[src/rtl/laser_scan_ctrl.sv]
// rtl/laser_scan_ctrl.sv - two-circle coverage search sequencer driving a shared dot evaluator
// Rasters candidates over the evaluator, keeps the best per pass and swaps which circle is fixed.
module laser_scan_ctrl #(
  parameter int NGRP     = 4,
  parameter int MAX_PASS = 8
) (
  input  logic                 CLK,
  input  logic                 RST,
  input  logic                 start,
  input  logic [3:0]           part_cnt,
  input  logic [9:0]           part_mask,
  output logic [1:0]           grp_sel,
  output logic [3:0]           cand_x,
  output logic [3:0]           cand_y,
  output logic [NGRP*10-1:0]   fix_mask,
  output logic [3:0]           C1X,
  output logic [3:0]           C1Y,
  output logic [3:0]           C2X,
  output logic [3:0]           C2Y,
  output logic                 busy,
  output logic                 DONE
);

  localparam int NDOT = NGRP * 10;
  localparam logic [1:0] GRP_LAST  = 2'(NGRP - 1);
  localparam logic [3:0] PASS_LAST = 4'(MAX_PASS - 1);

  typedef enum logic [1:0] {S_IDLE, S_EVAL, S_SWAP, S_FINISH} state_t;

  state_t            state_q, state_d;
  logic [1:0]        grp_q, grp_d;
  logic [3:0]        cx_q, cx_d, cy_q, cy_d;
  logic [5:0]        acc_q, acc_d;
  logic [NDOT-1:0]   cand_mask_q, cand_mask_d;
  logic [3:0]        best_x_q, best_x_d, best_y_q, best_y_d;
  logic [5:0]        best_cnt_q, best_cnt_d;
  logic [NDOT-1:0]   best_mask_q, best_mask_d;
  logic [3:0]        fix_x_q, fix_x_d, fix_y_q, fix_y_d;
  logic [3:0]        old_x_q, old_x_d, old_y_q, old_y_d;
  logic [NDOT-1:0]   fix_mask_q, fix_mask_d;
  logic [3:0]        pass_q, pass_d;
  logic [3:0]        c1x_q, c1x_d, c1y_q, c1y_d, c2x_q, c2x_d, c2y_q, c2y_d;

  logic [5:0]        acc_sum;
  logic [5:0]        grp_base;
  logic [NDOT-1:0]   mask_new;
  logic              converged;

  always_comb begin
    state_d     = state_q;
    grp_d       = grp_q;
    cx_d        = cx_q;
    cy_d        = cy_q;
    acc_d       = acc_q;
    cand_mask_d = cand_mask_q;
    best_x_d    = best_x_q;
    best_y_d    = best_y_q;
    best_cnt_d  = best_cnt_q;
    best_mask_d = best_mask_q;
    fix_x_d     = fix_x_q;
    fix_y_d     = fix_y_q;
    old_x_d     = old_x_q;
    old_y_d     = old_y_q;
    fix_mask_d  = fix_mask_q;
    pass_d      = pass_q;
    c1x_d       = c1x_q;
    c1y_d       = c1y_q;
    c2x_d       = c2x_q;
    c2y_d       = c2y_q;

    // The group-0 cycle restarts the sum so acc never needs a separate clear cycle.
    acc_sum  = ((grp_q == 2'd0) ? 6'd0 : acc_q) + 6'(part_cnt);
    grp_base = 6'(grp_q) * 6'd10;
    mask_new = cand_mask_q;
    mask_new[grp_base +: 10] = part_mask;
    converged = (pass_q >= 4'd2) && (best_x_q == old_x_q) && (best_y_q == old_y_q);

    case (state_q)
      S_IDLE: begin
        if (start) begin
          state_d     = S_EVAL;
          grp_d       = 2'd0;
          cx_d        = 4'd0;
          cy_d        = 4'd0;
          acc_d       = 6'd0;
          best_x_d    = 4'd0;
          best_y_d    = 4'd0;
          best_cnt_d  = 6'd0;
          best_mask_d = '0;
          fix_mask_d  = '0;
          pass_d      = 4'd0;
        end
      end

      S_EVAL: begin
        acc_d       = acc_sum;
        cand_mask_d = mask_new;
        if (grp_q == GRP_LAST) begin
          if (acc_sum >= best_cnt_q) begin
            best_x_d    = cx_q;
            best_y_d    = cy_q;
            best_cnt_d  = acc_sum;
            best_mask_d = mask_new;
          end
          grp_d = 2'd0;
          cx_d  = cx_q + 4'd1;
          if (cx_q == 4'hF) begin
            cy_d = cy_q + 4'd1;
          end
          if ((cx_q == 4'hF) && (cy_q == 4'hF)) begin
            state_d = S_SWAP;
          end
        end else begin
          grp_d = grp_q + 2'd1;
        end
      end

      S_SWAP: begin
        old_x_d     = fix_x_q;
        old_y_d     = fix_y_q;
        fix_x_d     = best_x_q;
        fix_y_d     = best_y_q;
        fix_mask_d  = best_mask_q;
        c1x_d       = best_x_q;
        c1y_d       = best_y_q;
        c2x_d       = fix_x_q;
        c2y_d       = fix_y_q;
        best_x_d    = 4'd0;
        best_y_d    = 4'd0;
        best_cnt_d  = 6'd0;
        best_mask_d = '0;
        cx_d        = 4'd0;
        cy_d        = 4'd0;
        grp_d       = 2'd0;
        pass_d      = pass_q + 4'd1;
        if (converged || (pass_q == PASS_LAST)) begin
          state_d = S_FINISH;
        end else begin
          state_d = S_EVAL;
        end
      end

      S_FINISH: begin
        state_d = S_IDLE;
      end

      default: begin
        state_d = S_IDLE;
      end
    endcase
  end

  always_ff @(posedge CLK) begin
    if (RST) begin
      state_q     <= S_IDLE;
      grp_q       <= 2'd0;
      cx_q        <= 4'd0;
      cy_q        <= 4'd0;
      acc_q       <= 6'd0;
      cand_mask_q <= '0;
      best_x_q    <= 4'd0;
      best_y_q    <= 4'd0;
      best_cnt_q  <= 6'd0;
      best_mask_q <= '0;
      fix_x_q     <= 4'd0;
      fix_y_q     <= 4'd0;
      old_x_q     <= 4'd0;
      old_y_q     <= 4'd0;
      fix_mask_q  <= '0;
      pass_q      <= 4'd0;
      c1x_q       <= 4'd0;
      c1y_q       <= 4'd0;
      c2x_q       <= 4'd0;
      c2y_q       <= 4'd0;
    end else begin
      state_q     <= state_d;
      grp_q       <= grp_d;
      cx_q        <= cx_d;
      cy_q        <= cy_d;
      acc_q       <= acc_d;
      cand_mask_q <= cand_mask_d;
      best_x_q    <= best_x_d;
      best_y_q    <= best_y_d;
      best_cnt_q  <= best_cnt_d;
      best_mask_q <= best_mask_d;
      fix_x_q     <= fix_x_d;
      fix_y_q     <= fix_y_d;
      old_x_q     <= old_x_d;
      old_y_q     <= old_y_d;
      fix_mask_q  <= fix_mask_d;
      pass_q      <= pass_d;
      c1x_q       <= c1x_d;
      c1y_q       <= c1y_d;
      c2x_q       <= c2x_d;
      c2y_q       <= c2y_d;
    end
  end

  // Evaluator-facing outputs read as zero whenever no candidate is being scored.
  always_comb begin
    grp_sel  = (state_q == S_EVAL) ? grp_q : 2'd0;
    cand_x   = (state_q == S_EVAL) ? cx_q  : 4'd0;
    cand_y   = (state_q == S_EVAL) ? cy_q  : 4'd0;
    fix_mask = fix_mask_q;
    C1X      = c1x_q;
    C1Y      = c1y_q;
    C2X      = c2x_q;
    C2Y      = c2y_q;
    busy     = (state_q != S_IDLE);
    DONE     = (state_q == S_FINISH);
  end

endmodule

[config.mk]
export PLATFORM = sky130hd
export DESIGN_NAME = laser_scan_ctrl
export DESIGN_NICKNAME = d
export VERILOG_FILES = /design/src/rtl/laser_scan_ctrl.sv
export SDC_FILE = /design/constraint.sdc
export NUM_CORES = 1
export LEC_CHECK = 0
export BUFFER_PORTS_ARGS = -buffer_cell sky130_fd_sc_hd__buf_2
export CAP_MARGIN = 30
export CELL_PAD_IN_SITES_DETAIL_PLACEMENT = 0
export CELL_PAD_IN_SITES_GLOBAL_PLACEMENT = 1
export CORE_MARGIN = 2
export CORE_UTILIZATION = 30
export CTS_CLUSTER_SIZE = 16
export DETAILED_ROUTE_END_ITERATION = 12
export PLACE_DENSITY = 0.65
export SYNTH_ARGS = -nofsm -noshare
export SYNTH_HDL_FRONTEND = slang
export SYNTH_SLANG_ARGS = --single-unit
[constraint.sdc]
create_clock -name CLK -period 3.7 [get_ports CLK]
set_input_delay 0.555 -clock CLK [delete_from_list [all_inputs] [get_ports CLK]]
set_output_delay 0.555 -clock CLK [all_outputs]
set_load 0.01 [all_outputs]
==> results.sh, run 1 <==
export IMPL_wirelength_mm=20.6
export IMPL_required_ns=4.07
export IMPL_async_flop_share=0
export IMPL_grt_pass1_vias=6176
export IMPL_finalHoldViolations=0
export IMPL_hold_slack_ns=0.453
export IMPL_p_sw_mw=1.27
export IMPL_p_clk_frac=0.425
export IMPL_finClkSkew_ns=0.0109
export IMPL_hold_path_end="best_mask_q[15]"
export IMPL_ys_warn_count=0
export IMPL_setup_violations_final=0
export IMPL_p_leak_nw=3.40
export IMPL_grt_max_degree=56
export IMPL_slew_viol_final=0
export IMPL_clk_path_buf_depth=2
export IMPL_numCtsBuffers=17
export IMPL_rows=58
export IMPL_worstHoldStart="best_mask_q[15]"
export IMPL_drtIter0Drc=437
export IMPL_layout_common_cells="171 x dfxtp_1, 146 x nand2_1, 101 x a21oi_1"
export IMPL_num_nets_final=996
export IMPL_antenna_found_initial=0
export IMPL_clkSinkCount=172
export IMPL_cp_max_fo=47
export IMPL_drc_errors=0
export IMPL_p_total_mw=4.32
export IMPL_die_area_um2=27000
export IMPL_status="finished, final reports clean"
export IMPL_cts_root_buf="clkbuf_16"
export IMPL_fmax_mhz=298
export IMPL_ys_seq_area_frac=0.446
export IMPL_ys_ff_latch=172
export IMPL_fp_dieH_um=164
export IMPL_crit_family="compound AO/OA/AOI/OAI gates"
export IMPL_syn2layout_area_growth_pct=17.6
export IMPL_start_util=0.306
export IMPL_critical_path_class="reg -> reg"
export IMPL_n_antenna_cell=0
export IMPL_synth_area_um2=7720
export IMPL_hold_path_depth=2
export IMPL_worstPathArrival_ns=3.73
export IMPL_core_area_um2=25200
export IMPL_crit_buf_inv=2
export IMPL_grt_pass1_wl_mm=33.1
export IMPL_worst_setup_path_start_kind="flip-flop"
export IMPL_worst_pin_slew_ns=1.04
export IMPL_dr_pass1_iters=5
export IMPL_vias=6540
export IMPL_die_w_um=164
export IMPL_r2r_start="grp_q[1]"
export IMPL_setup_tns_ns=0
export IMPL_r2r_slack_ns=0.34
export IMPL_p_int_mw=3.04
export IMPL_combPwrFrac=0.131
export IMPL_max_slew_margin=0.307
export IMPL_switching_share=0.295
export IMPL_cts_tree="done"
export IMPL_synthFlopType="dfxtp_1"
export IMPL_avgSynthCellArea_um2=8.56
export IMPL_synth_edff_count=0
export IMPL_gp_congestion=0.820
export IMPL_placed_cell_area_um2=8430
export IMPL_synth_cells=901
export IMPL_viasPerCell=5.03
export IMPL_grt_remaining_overflow=0
export IMPL_r2r_end="best_cnt_q[5]"
export IMPL_min_period_ns=3.36
export IMPL_path_cells="inv_1 -> ha_2 -> nor2b_2 -> ha_1 -> a21oi_1 -> o21ai_0 -> xor2_1 -> ha_1 -> o21ai_0 -> o21bai_1 -> a41oi_4 -> buf_12 -> or4_1 -> a21oi_1"
export IMPL_io_pin_count=85
export IMPL_dp_hpwl_mm=14.1
export IMPL_htreeDepth=4
export IMPL_fillers=2646
export IMPL_clk_latency_ns=0.43
export IMPL_slowest_delay_ns=0.41
export IMPL_reg2reg_depth=14
export IMPL_routedWlPerCell_um=15.8
export IMPL_layout_commonest_cell="dfxtp_1"
export IMPL_share_seq_of_total_power=0.444
export IMPL_post_cts_setup_buffer_count=0
export IMPL_rsz0062_at_grt="false"
export IMPL_path_clk_slew_ns=0.08
export IMPL_final_area_um2=9070
export IMPL_vdd_ir_drop_max_v=0.000273
export IMPL_drive_above_1_share=0.178
export IMPL_fin_crit_sh=0.908
export IMPL_synth_nets=939
export IMPL_synth_distinct_cells=65
export IMPL_grtUsageTotal=0.154
export IMPL_crit_slowest_cell="dfxtp_1"
export IMPL_crit_path_end_kind="flip-flop"
export IMPL_power_density_nw_per_um2=476
export IMPL_drv_cap=0
export IMPL_fin_util=0.360
export IMPL_port_buffers=84
export IMPL_final_antenna_net_count=0
export IMPL_hold_class="reg -> reg"
[worst min-delay path, delay by kind of cell (launching register included)]
kind	cells	cell delay, ns
DFF	1	0.31
and+or+nand+nor	1	0.05
AOI/OAI and AO/OA	1	0.05
[per-layer routing]
layer / part of all wire / vias to the layer above / wire [µm] / global-route usage
li1: - / 3297 / - / -
met1: 0.48 / 3116 / 9860 / 0.206
met2: 0.48 / 106 / 9790 / 0.253
met3: 0.028 / 21 / 572 / 0.0244
met4: 0.017 / 0 / 359 / 0.0502
met5: 0 / - / 0 / 0
[cell usage after synthesis, types with 9 or more instances]
library cell,number,area (µm²)
a22o_1,42,368
and2_1,9,56.3
nand3_1,38,190
nand2_1,146,548
ha_1,20,250
xnor2_1,9,78.8
nor2_1,87,327
a21oi_1,102,510
nor3_1,12,60.1
clkbuf_1,37,139
inv_1,17,63.8
buf_2,15,75.1
o21ai_0,13,65.1
a22oi_1,18,135
nor2b_1,12,75.1
dfxtp_1,172,3440
[how the worst max path moves through the flow]
stage	from	end	slack, ns	cells past startpoint
after global placement	grp_q[1]	best_cnt_q[5]	0.36	14
final	grp_q[1]	best_cnt_q[5]	0.34	14
after floorplan	grp_q[0]	best_mask_q[25]	0.001	20
after CTS	grp_q[1]	best_mask_q[5]	0.23	14
after global routing	grp_q[1]	best_cnt_q[5]	0.02	15
after detailed placement	grp_q[1]	best_cnt_q[5]	0.22	15
[cells by family after synthesis]
| logic type | share of synthesized area |
|---|---|
| adder cells (fa/ha/maj) | 0.0350 |
| multiplexers | 0.0221 |
| buffers and inverters | 0.0521 |
| flip-flops | 0.446 |
| AO/OA/AOI/OAI | 0.224 |
| AND/OR/NAND/NOR | 0.201 |
| XOR/XNOR | 0.0193 |
[power by group through the flow]
stage	clock network (mW)	logic, mW	registers [mW]
3_3_place_gp	0	0.560	1.96
6_report	1.83	0.567	1.92
5_1_grt	1.96	0.628	1.92
4_1_cts	1.89	0.565	1.92
3_5_place_dp	0	0.563	1.96
2_1_floorplan	0	0.410	1.95
[flip-flops by register name, summed over array words and instances, names as in the netlist, 6 cells and up]
name / flops
acc_q: 6
best_cnt_q: 6
best_mask_q: 40
fix_mask: 40
cand_mask_q: 40
[layout make-up]
cell class                 instances  area (µm²)  share of cell area
inverter                          19        72.6             0.00800
multi-input combinational        643        3900               0.430
timing repair buffer             105         638              0.0703
tap                              330         413              0.0455
clock inverter                    15         175              0.0193
sequential                       172        3440               0.380
clock buffer                      17         425              0.0469
[timing repair]
| action | in CTS | in global routing |
|---|---|---|
| gates resized for setup | 0 | 4 |
| hold buffers | 0 | 0 |
| endpoints found under the setup margin | 0 | 27 |
[per-stage QoR]
stage                     cells  setup WS (ns)
after CTS                  1300          0.231
after detailed placement   1268          0.224
after global placement     1267          0.356
final                      1301          0.341
after floorplan             901        0.00127
after global routing       1301         0.0170
Note: power is estimated with default switching activity, not from simulation.
==> run 2, diff against run 1 <==
--- a/config.mk
+++ b/config.mk
@@ -5,7 +5,7 @@
 export SDC_FILE = /design/constraint.sdc
 export NUM_CORES = 1
 export LEC_CHECK = 0
-export BUFFER_PORTS_ARGS = -buffer_cell sky130_fd_sc_hd__buf_2
+export BUFFER_PORTS_ARGS = -buffer_cell sky130_fd_sc_hd__clkbuf_2
 export CAP_MARGIN = 30
 export CELL_PAD_IN_SITES_DETAIL_PLACEMENT = 0
 export CELL_PAD_IN_SITES_GLOBAL_PLACEMENT = 1
==> run 2 against run 1 <==
Compared with the run above:
- combinational power hardly changed
- hold slack worse by 0.0043 ns
- clock-buffer cell count is 1 higher
- sequential share of layout area is 0.29 points higher
- setup slack worse by 0.050 ns
- clock power is 5% lower
- critical path depth is 2 higher
- cell count hardly changed
- critical endpoint is now best_mask_q[28]
==> results.sh, run 2 (synthesized netlist as in run 1, its figures left out) <==
export IMPL_final_antenna_net_count=0
export IMPL_p_leak_nw=3.31
export IMPL_slew_viol_final=0
export IMPL_hold_class="reg -> reg"
export IMPL_num_nets_final=995
export IMPL_max_slew_margin=0.361
export IMPL_htreeDepth=4
export IMPL_grt_max_degree=84
export IMPL_setup_tns_ns=0
export IMPL_startpoint="grp_q[1]"
export IMPL_switching_share=0.297
export IMPL_drtIter0Drc=499
export IMPL_rows=58
export IMPL_core_area_um2=25200
export IMPL_fin_crit_sh=0.921
export IMPL_layout_commonest_cell="dfxtp_1"
export IMPL_post_cts_setup_buffer_count=0
export IMPL_status="finished, final reports clean"
export IMPL_crit_path_end_kind="flip-flop"
export IMPL_finalHoldViolations=0
export IMPL_numCtsBuffers=17
export IMPL_slowest_delay_ns=0.40
export IMPL_fmax_mhz=293
export IMPL_grt_pass1_vias=6225
export IMPL_worst_pin_slew_ns=0.959
export IMPL_worstHoldStart="best_mask_q[3]"
export IMPL_die_area_um2=27000
export IMPL_wirelength_mm=20.6
export IMPL_final_area_um2=9000
export IMPL_fillers=2623
export IMPL_rsz0062_at_grt="false"
export IMPL_required_ns=3.98
export IMPL_syn2layout_area_growth_pct=16.7
export IMPL_min_period_ns=3.41
export IMPL_vias=6545
export IMPL_grt_remaining_overflow=0
export IMPL_p_clk_frac=0.413
export IMPL_clk_latency_ns=0.43
export IMPL_drc_errors=0
export IMPL_path_clk_slew_ns=0.07
export IMPL_combPwrFrac=0.134
export IMPL_drv_cap=0
export IMPL_die_w_um=164
export IMPL_worstPathArrival_ns=3.69
export IMPL_worst_setup_path_start_kind="flip-flop"
export IMPL_p_sw_mw=1.25
export IMPL_clk_path_buf_depth=2
export IMPL_fp_dieH_um=164
export IMPL_grt_pass1_wl_mm=33.2
export IMPL_critical_path_class="reg -> reg"
export IMPL_p_int_mw=2.97
export IMPL_viasPerCell=5.03
export IMPL_n_antenna_cell=0
export IMPL_start_util=0.306
export IMPL_dp_hpwl_mm=14.2
export IMPL_power_density_nw_per_um2=469
export IMPL_drive_above_1_share=0.178
export IMPL_crit_top_cell="nand2_1"
export IMPL_gp_congestion=0.792
export IMPL_clkSinkCount=172
export IMPL_crit_slowest_cell="fa_1"
export IMPL_grtUsageTotal=0.156
export IMPL_cp_max_fo=24
export IMPL_port_buffers=84
export IMPL_routedWlPerCell_um=15.9
export IMPL_cts_root_buf="clkbuf_16"
export IMPL_dr_pass1_iters=5
export IMPL_io_pin_count=85
export IMPL_cts_tree="done"
export IMPL_path_cells="inv_1 -> ha_2 -> nor2b_1 -> ha_1 -> fa_1 -> nand2_1 -> nand2_1 -> a21oi_1 -> xnor2_1 -> ha_1 -> nand2_1 -> o21ai_2 -> a41oi_4 -> buf_4 -> a221oi_1 -> nor3_2"
export IMPL_finClkSkew_ns=0.0104
export IMPL_placed_cell_area_um2=8400
export IMPL_vdd_ir_drop_max_v=0.000267
export IMPL_r2r_start="grp_q[1]"
export IMPL_setup_violations_final=0
export IMPL_share_seq_of_total_power=0.454
export IMPL_layout_common_cells="171 x dfxtp_1, 146 x nand2_1, 102 x a21oi_1"
export IMPL_antenna_found_initial=0
-- run 2: layer usage --
layer  global-route usage  vias to the layer above  part of all wire
met5                    0                        -                 0
met4               0.0545                        0             0.016
met3               0.0236                       17             0.028
met2                0.254                      110              0.48
met1                0.209                     3112              0.48
li1                     -                     3306                 -
-- run 2: critical path, delay by kind of cell (launching register included) --
kind	cells	cell delay [ns]
compound gates	4	0.89
xor+xnor	1	0.20
fa+ha+maj	4	1.07
buf+inv	2	0.42
flops	1	0.36
simple gates	5	0.32
-- run 2: power by group through the flow --
stage,clock [mW],combinational (mW),sequential (mW)
2_1_floorplan,0,0.410,1.95
3_3_place_gp,0,0.558,1.96
3_5_place_dp,0,0.558,1.96
4_1_cts,1.79,0.561,1.92
5_1_grt,1.87,0.624,1.92
6_report,1.74,0.564,1.92
-- run 2: area by class of cell --
class,count,area (µm²),area share
Clock inverter,14,121,0.0135
Inverter,19,72.6,0.00806
Sequential cell,172,3440,0.383
Clock buffer,18,439,0.0488
Tap cell,330,413,0.0459
Timing Repair Buffer,104,606,0.0673
Multi-Input combinational cell,643,3910,0.434
-- run 2: worst paths after layout --
path | cells after the start | slack (ns) | to
setup / recovery | 16 | 0.29 | best_mask_q[28]
setup reg to reg | 16 | 0.29 | best_mask_q[28]
hold / removal | 2 | 0.45 | best_mask_q[3]
hold reg to reg | 2 | 0.45 | best_mask_q[3]
-- run 2: stage by stage --
step	instances	setup WS (ns)	power, mW	hold slack [ns]	utilization
floorplan	901	0.00127	2.36	0.432	-
global placement	1267	0.357	2.52	0.438	0.334
detailed placement	1267	0.285	2.52	0.444	0.334
CTS	1299	0.253	4.27	0.454	0.356
global route	1300	0.00696	4.41	0.471	0.357
finish	1300	0.291	4.22	0.449	0.357
-- run 2: timing repair --
action | 4_1_cts | 5_1_grt
gates resized for setup | 0 | 5
hold buffers | 0 | 0
hold endpoints to repair | 0 | 0
endpoints found under the setup margin | 0 | 42
